===== src/rtl/bin2gray_stream.sv =====
// -----------------------------------------------------------------------------
// bin2gray_stream
//
// Streaming binary-to-Gray encoder with a small FIFO-style output buffer.
// Each accepted word is stored with a flag that says whether its Gray code
// differs from the previously accepted word's Gray code in exactly one bit.
// With this flag, a stream of counter values can be checked for clean
// single-step Gray transitions.
//
// Parameters:
//   W      data width in bits (>= 2)
//   DEPTH  output buffer entries (power of two, >= 2)
//
// Ports:
//   clk        in   rising-edge clock
//   rst_n      in   asynchronous active-low reset
//   in_valid   in   binary word on b is valid
//   in_ready   out  buffer not full; a word can be accepted this cycle
//   b          in   binary input word
//   out_valid  out  buffer not empty; g/adj hold the head word
//   out_ready  in   downstream takes the head word this cycle
//   g          out  Gray-coded head word (0 when empty)
//   adj        out  head word is a single-bit step from its predecessor
//   count      out  number of buffered words
// -----------------------------------------------------------------------------
module bin2gray_stream #(
    parameter int W     = 4,
    parameter int DEPTH = 2
) (
    input  logic                       clk,
    input  logic                       rst_n,
    input  logic                       in_valid,
    output logic                       in_ready,
    input  logic [W-1:0]               b,
    output logic                       out_valid,
    input  logic                       out_ready,
    output logic [W-1:0]               g,
    output logic                       adj,
    output logic [$clog2(DEPTH):0]     count
);

    localparam int PW = $clog2(DEPTH);
    localparam logic [PW:0] FULL = (PW+1)'(DEPTH);

    // Reflected binary code: keep the MSB, XOR each lower bit with its upper
    // neighbour.
    function automatic logic [W-1:0] to_gray(input logic [W-1:0] x);
        logic [W-1:0] r;
        r[W-1] = x[W-1];
        for (int i = 0; i < W-1; i++) begin
            r[i] = x[i+1] ^ x[i];
        end
        return r;
    endfunction

    // True when exactly one bit is set.
    function automatic logic one_hot(input logic [W-1:0] x);
        return (x != '0) && ((x & (x - 1'b1)) == '0);
    endfunction

    logic [PW-1:0] wr_q, wr_d;
    logic [PW-1:0] rd_q, rd_d;
    logic [PW:0]   count_q, count_d;
    logic [W-1:0]  last_q, last_d;
    logic          first_q, first_d;

    // Buffer storage holds data only; occupancy is tracked by count_q, so
    // the entries themselves need no reset.
    logic [W-1:0]  gmem_q [DEPTH];
    logic          amem_q [DEPTH];

    logic          push;
    logic          pop;
    logic [W-1:0]  gray_in;
    logic          adj_calc;

    assign in_ready  = (count_q != FULL);
    assign out_valid = (count_q != '0);
    assign count     = count_q;

    assign push = in_valid && in_ready;
    assign pop  = out_valid && out_ready;

    assign gray_in  = to_gray(b);
    assign adj_calc = first_q ? 1'b0 : one_hot(gray_in ^ last_q);

    // Outputs are forced to 0 while empty so that stale entries never show.
    assign g   = out_valid ? gmem_q[rd_q] : '0;
    assign adj = out_valid ? amem_q[rd_q] : 1'b0;

    always_comb begin
        wr_d    = wr_q;
        rd_d    = rd_q;
        count_d = count_q;
        last_d  = last_q;
        first_d = first_q;
        if (push) begin
            wr_d    = wr_q + 1'b1;   // DEPTH is a power of two: natural wrap
            last_d  = gray_in;
            first_d = 1'b0;
        end
        if (pop) begin
            rd_d = rd_q + 1'b1;
        end
        case ({push, pop})
            2'b10:   count_d = count_q + 1'b1;
            2'b01:   count_d = count_q - 1'b1;
            default: count_d = count_q;
        endcase
    end

    always_ff @(posedge clk or negedge rst_n) begin
        if (!rst_n) begin
            wr_q    <= '0;
            rd_q    <= '0;
            count_q <= '0;
            last_q  <= '0;
            first_q <= 1'b1;
        end else begin
            wr_q    <= wr_d;
            rd_q    <= rd_d;
            count_q <= count_d;
            last_q  <= last_d;
            first_q <= first_d;
        end
    end

    always_ff @(posedge clk) begin
        if (push) begin
            gmem_q[wr_q] <= gray_in;
            amem_q[wr_q] <= adj_calc;
        end
    end

endmodule


===== config.mk =====
export PLATFORM = sky130hd
export DESIGN_NAME = bin2gray_stream
export DESIGN_NICKNAME = d
export VERILOG_FILES = /design/src/rtl/bin2gray_stream.sv
export SDC_FILE = /design/constraint.sdc
export NUM_CORES = 1
export LEC_CHECK = 0
export CAP_MARGIN = 5
export CELL_PAD_IN_SITES_DETAIL_PLACEMENT = 0
export CELL_PAD_IN_SITES_GLOBAL_PLACEMENT = 2
export CORE_ASPECT_RATIO = 0.8
export CORE_MARGIN = 2
export CORE_UTILIZATION = 30
export DETAILED_ROUTE_END_ITERATION = 7
export PLACE_DENSITY = 0.82
export SLEW_MARGIN = 0
export SYNTH_ARGS = -nofsm -noshare
export SYNTH_HDL_FRONTEND = slang
export SYNTH_SLANG_ARGS = --single-unit

===== constraint.sdc =====
create_clock -name clk -period 1.4 [get_ports clk]
set_input_delay 0.35 -clock clk [delete_from_list [all_inputs] [get_ports clk]]
set_output_delay 0.35 -clock clk [all_outputs]
set_load 0.005 [all_outputs]

==> impl.org, run 1 <==
** Status
- The run finished, with violations left.
- Violations in the final reports :: negative setup slack

** Timing
- Final Slew Violations :: 0
- After layout, the minimum clock period comes to 1.54 ns.
- For the final routed database, the setup TNS stands at -1.12 ns.
- For the pin with the worst max-slew slack, the measured transition is 0.448 ns.
- Unrepaired setup endpoints after global routing :: true
- Final setup slack of the worst path :: -0.143 ns
- Final Hold Violating Endpoints :: 0
- Worst max-slew margin expressed relative to the limit :: ~70%
- On the final layout, the worst hold slack is about 0.36 ns.
- After layout, the worst path uses 110% of the clock period.
- Setup violations remaining at the end of the flow were counted as 10.
- Upper clock frequency limit :: 0.648 GHz
- Layout Skew :: 0.00456 ns

** Worst setup path
- Data arrival at the endpoint of the critical path :: 1.19 ns
- Worst setup SP type :: register
- Endpoint required time on the critical path :: 1.05 ns
- By startpoint and endpoint, the worst setup path is classified as reg2out.
- In this run the worst path has a maximum fanout of 3.
- Maximum single-stage delay on the critical path :: 0.45 ns
- STA classifies the critical path endpoint as an output pin.
- Cell Chain, Critical Path :: buf_6 > mux2i_2 > nor2_2 > buf_2
- For flop-to-flop paths, the worst setup slack is -0.10 ns.
- For this design, the slowest cell found on the critical path is dfrtp_2.

** Clock tree
- Counting along the longest clock path gives a buffer depth of 2.
- Root Buffer Master :: clkbuf_4
- Clock buffers created by TritonCTS :: 3
- Clk Latency, worst-skew pair :: 0.29 ns
- Clock sink total :: 19
- CTS tree :: built
- Clock edge transition at the registers on the reported setup and hold paths :: 0.11 ns
- CTS H-tree lvls :: 1

** GRT
- GRT Overall Usage :: between 10% and 20%
- Wire length of the first global-routing pass :: 2.82 mm
- Total global routing overflow :: 0
- Vias in the first global route :: 615
- Antenna violations before repair :: 0
- Entering global routing, the biggest net connects 12 pins.

** Placed design
- Buffers placed on the I/O ports in this run total 16.
- Routability-driven placement finished with a final weighted congestion of 0.725.
- Number of instances in the placed design :: 130
- The HPWL after detailed placement is 1.10 mm.

** Die
- 17 I/O pins were placed.
- Starting Density :: roughly a third
- # rows :: 17
- The die is around 64 um wide.
- Area of the core :: 0.00277 sq mm
- The floorplan step defined a die boundary enclosing 0.00334 sq mm.
- Die height :: around 52 um

** Final layout
- 0 antenna diodes ended up in the layout.
- Fillers :: 254
- For this run, the post-layout net count is 117.
- Compared with the post-synthesis result, the final layout area differs by 56.1%.
- Multi-input gate area :: 409 sq um
- Layout cells sized above 1 :: 54.2%
- Util after Layout :: roughly 50%
- After the flow finishes, the layout carries non-filler instances totaling 145.
- Register area :: 529 sq um

** Routing
- Summed over all layers, the routed wires come to 1.57 mm.
- Count of TritonRoute iterations in the first routing pass :: 3
- Wire length per cell :: 10.8 um
- Drt initial violations :: 16
- Via count normalized by instance count :: between 4 and 5
- The routed layout has 605 vias.
- DRC errors left :: 0
- Routed Antenna Nets :: 0

** Synthesis
- The cell area that synthesis handed to floorplanning was about 870 sq um.
- Flip-flop cell with the highest count after synthesis :: edfxtp_1
- The share of the Yosys chip area taken by registers is 60.7%.
- Number of synthesized flops with an enable pin :: 10
- In this run, synthesis produced a sequential element count of 19.
- Number of warnings issued by yosys :: 0
- Number of nets produced by synthesis :: 73
- Unique cell type count in the Yosys netlist :: 23
- Gate Count Post-Synth :: 64
- A synthesized cell averages 13.6 sq um.
- Share of synthesized registers carrying an async set or reset :: 47.4%

** Job
- Across the run, the number of max-cap violations was 0.

** Power
- In this run the power spent charging and discharging nets is 0.000904 W.
- Static power due to leakage :: 0.591 nW
- Post-route total power :: around 0.0028 W
- The share of total power dissipated in combinational logic is a little under three fifths.
- Switching power share of the total :: between 30% and 40%
- Worst voltage drop across the vdd grid :: 1010 uV
- Per report_power, the clock group accounts for 9.5% of the total.
- Internal power consumption :: 0.00192 W
- Total power per unit cell area :: roughly 2100 mW/mm^2
- In this run, flip-flops and latches consume between 30% and 40% of the power.

** Hold path
- Hold WC Path Type :: in2async
==> flip-flops by register name (all words and copies together) (netlist names) <==
name,count
first_q,1
wr_q,1
count,2
rd_q,1
amem_q,2
last_q,4
gmem_q,8
==> worst max-delay path: cells and delay by family, from the launching register on <==
| kind | cells | cell delay [ns] |
|---|---|---|
| buffers and inverters | 2 | 0.25 |
| flip-flops | 1 | 0.45 |
| multiplexers | 1 | 0.17 |
| AND/OR/NAND/NOR | 1 | 0.04 |
==> metrics by stage <==
stage	setup WS (ns)	instance area (sq um)
floorplan	-0.0307	891
global placement	-0.580	1190
detailed placement	-0.613	1190
CTS	-0.198	1310
global route	-0.254	1360
finish	-0.143	1360
==> worst paths after layout <==
check | from | endpoint | cells after the start
hold / removal | rst_n | wr_q$_DFFE_PN0P_ | 1
min in group clk | first_q$_DFFE_PN1P_ | first_q$_DFFE_PN1P_ | 1
max in group asynchronous | rst_n | rd_q$_DFFE_PN0P_ | 1
hold reg to reg | first_q$_DFFE_PN1P_ | first_q$_DFFE_PN1P_ | 1
setup / recovery | rd_q$_DFFE_PN0P_ | g[1] | 4
setup reg to reg | last_q[2]$_DFFE_PN0P_ | amem_q[0]$_DFFE_PP_ | 4
==> power by group through the flow <==
stage / clock (W) / sequential [W] / combinational (W)
after floorplan: 0 / 0.000941 / 0.000674
after global placement: 0 / 0.000953 / 0.00123
after detailed placement: 0 / 0.000958 / 0.00125
after CTS: 0.000280 / 0.000945 / 0.00148
after global routing: 0.000302 / 0.000980 / 0.00175
final: 0.000269 / 0.000958 / 0.00160
==> kinds of logic after synthesis <==
group	after synthesis	share of synthesized area (%)
muxes	10	12.5
xor gates and xnor gates	12	12.1
adders and majority gates	1	1.44
buffers and inverters	2	0.864
AOI/OAI and AO/OA	3	2.88
and+or+nand+nor	17	9.51
DFF	19	60.7
==> metal layers <==
metal  vias to the layer above  share of wire (%)  global-route usage (%)
li1                        306                  -                       -
met1                       285                 44                    13.4
met2                        14                 49                    19.3
met3                         0                6.5                    4.55
met4                         0                  0                    2.13
met5                         -                  0                       0
==> layout make-up <==
type	count	area share [%]
clock inverter	1	0.369
clock buffer	3	1.66
sequential	19	39.1
multi-input combinational	43	30.2
inverter	1	0.277
timing repair buffer	40	24.9
tap	38	3.51
==> synthesized netlist by cell type (2+ instances only) <==
cell type  count  area [sq um]
nand2b_1       2          12.5
nand2_1        2          7.51
nor2_1         8          30.0
mux2_2         3          33.8
xnor2_1        7          61.3
edfxtp_1      10           300
dfrtp_1        8           200
mux2i_1        5          50.1
xor2_1         5          43.8
==> cells in the final DEF, fill, tap and decap left out, types with 2 or more instances in the layout <==
cell and count:
nor2_2 2, mux2_4 3, clkdlybuf4s50_1 4, xnor2_2 2, nor2_1 5, dfrtp_1 6
dlygate4sd2_1 3, xnor2_1 5, edfxtp_1 10, clkbuf_4 3, buf_2 7, dfrtp_2 2
buf_4 15, mux2i_2 2, xor2_1 5, buf_6 11, mux2i_1 4
==> repair_timing <==
item,in CTS,in global routing
setup buffers,9,3
setup endpoints to repair,12,24
pin swaps,11,12
hold buffers,0,0
endpoints found under the hold margin,0,0
resized for setup,54,11
(Power assumes the default switching activity.)
==> run 2: changes to the inputs <==
--- a/config.mk
+++ b/config.mk
@@ -13,6 +13,7 @@
 export CORE_UTILIZATION = 30
 export DETAILED_ROUTE_END_ITERATION = 7
 export PLACE_DENSITY = 0.82
+export REMOVE_ABC_BUFFERS = 1
 export SLEW_MARGIN = 0
 export SYNTH_ARGS = -nofsm -noshare
 export SYNTH_HDL_FRONTEND = slang
==> impl.org, run 2 (same netlist as run 1, synthesis figures left out) <==
** Timing
- Unrepaired setup endpoints after global routing :: true
- The post-route fraction of the period consumed by the critical path came to 110% (-0.31 points).
- The number of failing hold endpoints at the final stage is 0 (unchanged).
- The clock period minus final worst setup slack came to 1.54 ns (-0.00430 ns).
- Upper clock frequency limit :: 0.650 GHz (+0.28%)
- The actual transition at the worst max-transition pin came to 0.446 ns (-0.00246 ns).
- Worst max-slew margin expressed relative to the limit :: 70.2% (+0.16 points)
- The least setup slack across all paths after layout is -0.139 ns (+0.00430 ns).
- The clock skew after layout is 0.00729 ns (+0.00273 ns).
- Final Slew Violations :: 0 (unchanged)
- The total setup violations reported at the end of the flow came to 9 (-1).

** Power
- The total leakage power is 0.584 nW (-1.2%).
- Worst voltage drop across the vdd grid :: 779 uV (-23%)
- Total power per unit cell area :: 2060 mW/mm^2 (-1.3%)

** Worst setup path
- Worst setup SP type :: register
- The worst register-to-register path begins at last_q[2]$_DFFE_PN0P_.
- Maximum single-stage delay on the critical path :: 0.46 ns (about the same)
- Critical Path Source :: rd_q$_DFFE_PN0P_
- Endpoint required time on the critical path :: 1.05 ns (about the same)
- Max Fanout on Critical Path :: 4 (+1)
- The data arrival at the endpoint of the critical path is 1.19 ns (about the same).
- On the critical path, the stage with the largest delay is an instance of dfrtp_2.
- Endpoint class of the critical path :: output pin
- The critical path in this run is classified as reg2out.
- Cell Chain, Critical Path :: buf_6 > mux2i_1 > nor2_1 > buf_2

** Final layout
- Commonest non-fill, non-tap cell in the layout :: buf_4
- Relative to the synthesized area, the layout overhead comes to 55.0%.
- Largest register FFs :: 8 (unchanged)
- Register area :: 528 sq um (-0.24%)
- Util after Layout :: 48.7% (-0.32 points)
- Fillers :: 280 (+10%)
- Layout cells sized above 1 :: 50.5% (-3.7 points)
- Multi-input gate area :: 420 sq um (+2.8%)
- Largest registers in the final layout :: gmem_q (8), last_q (4)
- The antenna diode count is 0 (unchanged).
- Commonest cells after routing, fill and taps aside :: buf_4, buf_6, edfxtp_1, nor2_1, dfrtp_1
- Number of cells in the finished layout apart from fillers :: 143 (-1.4%)
- Largest register by flop count :: gmem_q
- The final net count was 115 (-1.7%).

** Placed design
- The instance count after placement with tap cells included was 131 (+0.77%).
- GP Congestion :: 0.727 (+0.29%)
- Worst Setup Slack post-DPL :: -0.664 ns (-0.0505 ns)
- Port-buffer cells :: 16 (unchanged)

** Clock tree
- The root buffer cell chosen for the clock tree is clkbuf_4.
- The total number of H-tree levels was 1 (unchanged).
- The clock latency of the later-clocked register in the worst-skew pair is 0.29 ns (about the same).
- TritonCTS built the clock tree.
- The number of buffers created by CTS came to 3 (unchanged).
- Max clock buf depth :: 2 (unchanged)
- The count of hold-fix buffers inserted at cts came to 0 (unchanged).
- Clock edge transition at the registers on the reported setup and hold paths :: 0.10 ns (about the same)
- Clock sink total :: 19 (unchanged)

** Status
- The run finished, with violations left.
- Violations in the final reports :: negative setup slack

** Die
- The die width came to 64.2 um (unchanged).
- The floorplan row count came to 17 (unchanged).
- Die height :: 52.1 um (unchanged)
- Starting Density :: 31.4% (unchanged)
- Full die area :: 0.00334 sq mm (unchanged)
- The I/O pin count came to 17 (unchanged).
- Area of the core :: 0.00277 sq mm (unchanged)

** Routing
- Max Used Layer :: met4
- The post-route DRC violation count is 0 (unchanged).
- The count of nets left with antenna violations after detail routing was 0 (unchanged).
- The total number of vias was 596 (-1.5%).
- Met3 WL :: 83 um (-19%)
- Wire length per cell :: 11.3 um (+4.4%)
- The number of DRC violations after detailed-routing iteration 0 is 9 (-7).
- The met2 wire length came to 793 um (+2.9%).
- Via count normalized by instance count :: 4.17 (-0.11%)
- Final WL :: 1.62 mm (+3.0%)
- The met1 wire length is 733 um (+5.0%).
- Count of TritonRoute iterations in the first routing pass :: 3 (unchanged)

** GRT
- Total global routing overflow :: 0 (unchanged)
- Vias in the first global route :: 566 (-8.0%)
- Pin count of the biggest net entering global routing :: 11 (-1)
- Wire length of the first global-routing pass :: 2.59 mm (-8.1%)
- Antenna violations before repair :: 0 (unchanged)
- The overall track demand over capacity in global routing was 10.5% (-0.66 points).

** Hold path
- Hold WC Path Type :: in2async

** Job
- Max-capacitance violation count :: 0 (unchanged)
run 2: cell types whose count changed in the layout (fill, tap and decap cells not counted), sizes merged:
cell / change
clkinv: -1
clkbuf: +3
buf: -4
run 2: final timing paths:
path	cells past startpoint	slack [ns]	to
max	4	-0.14	adj
max reg2reg	4	-0.13	amem_q[0]$_DFFE_PP_
max in group asynchronous	1	0.69	first_q$_DFFE_PN1P_
min reg2reg	1	0.51	wr_q$_DFFE_PN0P_
min in group clk	1	0.51	wr_q$_DFFE_PN0P_
min	1	0.36	last_q[1]$_DFFE_PN0P_
run 2: area by class of cell:
type                       instances  area share (%)
clock buffer                       4            1.95
timing repair buffer              38            23.8
inverter                           1           0.279
sequential                        19            39.2
tap                               38            3.53
multi-input combinational         43            31.2
run 2: repair_timing:
item / in CTS / in global routing
endpoints found under the setup margin: 13 / 15
endpoints found under the hold margin: 0 / 0
pin swaps: 8 / 5
gates resized for setup: 51 / 14
buffers inserted: 6 / 3
run 2: stage by stage:
step	power, W	instance area (sq um)	hold WS, ns	setup TNS, ns
after global placement	0.00215	1180	0.481	-3.53
after detailed placement	0.00219	1180	0.494	-3.88
after global routing	0.00298	1350	0.360	-1.79
final	0.00277	1350	0.364	-0.960
after floorplan	0.00156	865	0.0544	-0.348
after CTS	0.00261	1290	0.367	-1.05
run 2: critical path, delay by kind of cell, from the launching register on:
kind | cells | cell delay, ns
DFF | 1 | 0.46
buffers and inverters | 2 | 0.25
muxes | 1 | 0.14
and+or+nand+nor | 1 | 0.05
run 2: power breakdown:
part	switching, W	leakage [nW]	internal, W	total [W]
logic	0.000621	0.373	0.000950	0.00157
registers	0.000119	0.196	0.000820	0.000939
clock network	0.000153	0.0150	0.000111	0.000263
total	0.000894	0.584	0.00188	0.00277
run 2: layer usage:
metal | vias to the layer above | GRT usage [%]
met4 | 0 | 3.19
li1 | 302 | -
met5 | - | 0
met2 | 11 | 16.7
met3 | 2 | 3.03
met1 | 281 | 14.2
==> run 3: changes to the inputs <==
--- a/config.mk
+++ b/config.mk
@@ -10,9 +10,10 @@
 export CELL_PAD_IN_SITES_GLOBAL_PLACEMENT = 2
 export CORE_ASPECT_RATIO = 0.8
 export CORE_MARGIN = 2
-export CORE_UTILIZATION = 30
+export CORE_UTILIZATION = 32
+export CTS_BUF_LIST = sky130_fd_sc_hd__clkbuf_4
 export DETAILED_ROUTE_END_ITERATION = 7
-export PLACE_DENSITY = 0.82
+export PLACE_DENSITY = 0.86
 export REMOVE_ABC_BUFFERS = 1
 export SLEW_MARGIN = 0
 export SYNTH_ARGS = -nofsm -noshare
==> impl.org, run 3 (same netlist as run 1, synthesis figures left out) <==
** Timing
- Layout Skew :: 0.00507 ns (-0.00222 ns)
- Setup repair after global routing could not meet its margin everywhere.
- The least setup slack across all paths after layout is -0.172 ns (-0.0329 ns).
- Fin Hold WS :: 0.345 ns (-0.0188 ns)
- The worst relative slew slack is 70.0% (-0.16 points).
- Final Slew Violations :: 0 (unchanged)
- The post-route fraction of the period consumed by the critical path is 112% (+2.4 points).
- The actual transition at the worst max-transition pin is 0.448 ns (+0.00242 ns).
- The number of failing hold endpoints at the final stage is 0 (unchanged).
- Final Critical Period :: 1.57 ns (+0.0329 ns)
- The maximum clock frequency came to 0.636 GHz (-2.1%).
- The total setup violations reported at the end of the flow is 9 (unchanged).

** Clock tree
- Clock sink total :: 19 (unchanged)
- The count of hold-fix buffers inserted at cts is 0 (unchanged).
- The clock latency of the later-clocked register in the worst-skew pair was 0.30 ns (about the same).
- The root buffer cell chosen for the clock tree is clkbuf_4.
- Clock edge transition at the registers on the reported setup and hold paths :: 0.11 ns (about the same)
- CTS tree :: built
- CTS H-tree lvls :: 1 (unchanged)
- The number of buffers created by CTS was 3 (unchanged).
- Max clock buf depth :: 2 (unchanged)

** Die
- The area inside the core boundary came to 0.00250 sq mm (-9.5%).
- Top-level I/O count :: 17 (unchanged)
- Full die area :: 0.00315 sq mm (-5.8%)
- The initial core utilization was 34.7% (+3.3 points).
- The floorplan row count was 16 (-1).
- Die height :: 50.6 um (-2.9%)
- The die width came to 62.2 um (-3.0%).

** GRT
- Total global routing overflow :: 0 (unchanged)
- The largest net degree at the start of global routing is 12 (+1).
- The number of antenna violations at the first check in global routing was 0 (unchanged).
- The number of global-route vias before repair is 582 (+2.8%).
- Wire length of the first global-routing pass :: 2.70 mm (+4.3%)
- The overall track demand over capacity in global routing is 11.3% (+0.80 points).

** Final layout
- Commonest non-fill, non-tap cell in the layout :: buf_4
- Number of diodes :: 0 (unchanged)
- The share of cells above drive strength 1 was 48.5% (-1.9 points).
- Largest registers in the final layout :: gmem_q (8), last_q (4)
- The post-route standard cell area excluding fillers was 0.00131 sq mm (-3.1%).
- The count of filler cells inserted in the layout was 246 (-12%).
- From synthesis to final layout, the design area changed by 50.3%.
- Register area :: 528 sq um (unchanged)
- In the layout the commonest cells are buf_4, edfxtp_1, buf_6, nor2_1, dfrtp_1.
- Largest register FFs :: 8 (unchanged)
- Multi-input gate area :: 407 sq um (-3.3%)
- The final net count was 113 (-1.7%).
- Largest register by flop count :: gmem_q

** Worst setup path
- Endpoint required time on the critical path :: 1.05 ns (about the same)
- The worst setup path is launched from a register.
- By startpoint and endpoint, the worst setup path is classified as reg2out.
- The maximum fanout encountered on the critical timing path was 5 (+1).
- STA classifies the critical path endpoint as an output pin.
- Data arrival at the endpoint of the critical path :: 1.22 ns (+0.03 ns)

** Routing
- The via density per instance came to 4.29 (+2.9%).
- The total wire length came to 1.59 mm (-2.1%).
- DRC errors left :: 0 (unchanged)
- The number of DRC violations after detailed-routing iteration 0 was 5 (-4).
- Routed vias :: 596 (unchanged)
- The mean routed wirelength per cell was 11.4 um (+0.72%).
- Routed Antenna Nets :: 0 (unchanged)
- The first-pass iteration count of the detailed router is 2 (-1).

** Placed design
- The placed instance area was 0.00117 sq mm (-0.21%).
- GP Congestion :: 0.752 (+3.5%)
- DPL Wire Length :: 1.12 mm
- The number of port buffers came to 16 (unchanged).

** Power
- The peak supply drop came to 934 uV (+20%).
- Static power due to leakage :: 0.560 nW (-4.2%)
- The areal power density over the cells was 2110 mW/mm^2 (+2.4%).
- Post-route total power :: 0.00275 W (-0.77%)

** Hold path
- The min-delay analysis places its worst path in the category in2async.

** Status
- Violations in the final reports :: negative setup slack
- The run finished, with violations left.

** Job
- Max-capacitance violation count :: 0 (unchanged)
-- run 3: report_power, final --
part	switching (W)	internal (W)
logic	0.000622	0.000917
registers	0.000112	0.000820
clock network	0.000174	0.000107
total	0.000908	0.00184
-- run 3: worst max-delay path: stages, from the launching register on --
cell and delay, ns:
dfrtp_1 0.40, nor2_1 0.10, buf_4 0.14, buf_6 0.11, nor2_1 0.04, buf_2 0.12
-- run 3: final cells by class --
| cell class | instances | share of cell area (%) |
|---|---|---|
| Sequential cell | 19 | 40.5 |
| Inverter | 1 | 0.288 |
| Clock inverter | 1 | 0.384 |
| Clock buffer | 3 | 1.73 |
| Tap cell | 36 | 3.45 |
| Timing Repair Buffer | 36 | 22.5 |
| Multi-Input combinational cell | 43 | 31.2 |
-- run 3: routing by layer --
metal,track usage [%],wire (um)
met4,3.33,11
met5,0,0
met2,17.6,711
met3,5.61,106
met1,14.1,756
-- run 3: final timing paths --
check                                      start              endpoint  slack, ns  depth (start not counted)
max                         count[1]$_DFFE_PN0P_                  g[0]      -0.17                          5
min                                        rst_n  count[0]$_DFFE_PN0P_       0.35                          1
max reg2reg                last_q[2]$_DFFE_PN0P_   amem_q[0]$_DFFE_PP_      -0.12                          4
min reg2reg                     wr_q$_DFFE_PN0P_      wr_q$_DFFE_PN0P_       0.50                          1
max in group asynchronous                  rst_n   first_q$_DFFE_PN1P_       0.71                          1
min in group clk                wr_q$_DFFE_PN0P_      wr_q$_DFFE_PN0P_       0.50                          1
-- run 3: through the flow --
stage	cells	util, %	setup TNS (ns)	worst slack [ns]
finish	139	52.2	-1.18	-0.172
global route	139	52.2	-1.96	-0.259
CTS	139	50.1	-1.27	-0.196
detailed placement	129	46.9	-3.97	-0.684
global placement	129	46.9	-3.49	-0.618
floorplan	63	-	-0.348	-0.146
-- run 3: timing repair --
item / 4_1_cts / 5_1_grt
pin swaps: 8 / 7
endpoints found under the setup margin: 16 / 16
gates cloned: 0 / 0
gates resized for setup: 46 / 15
setup buffers: 6 / 2
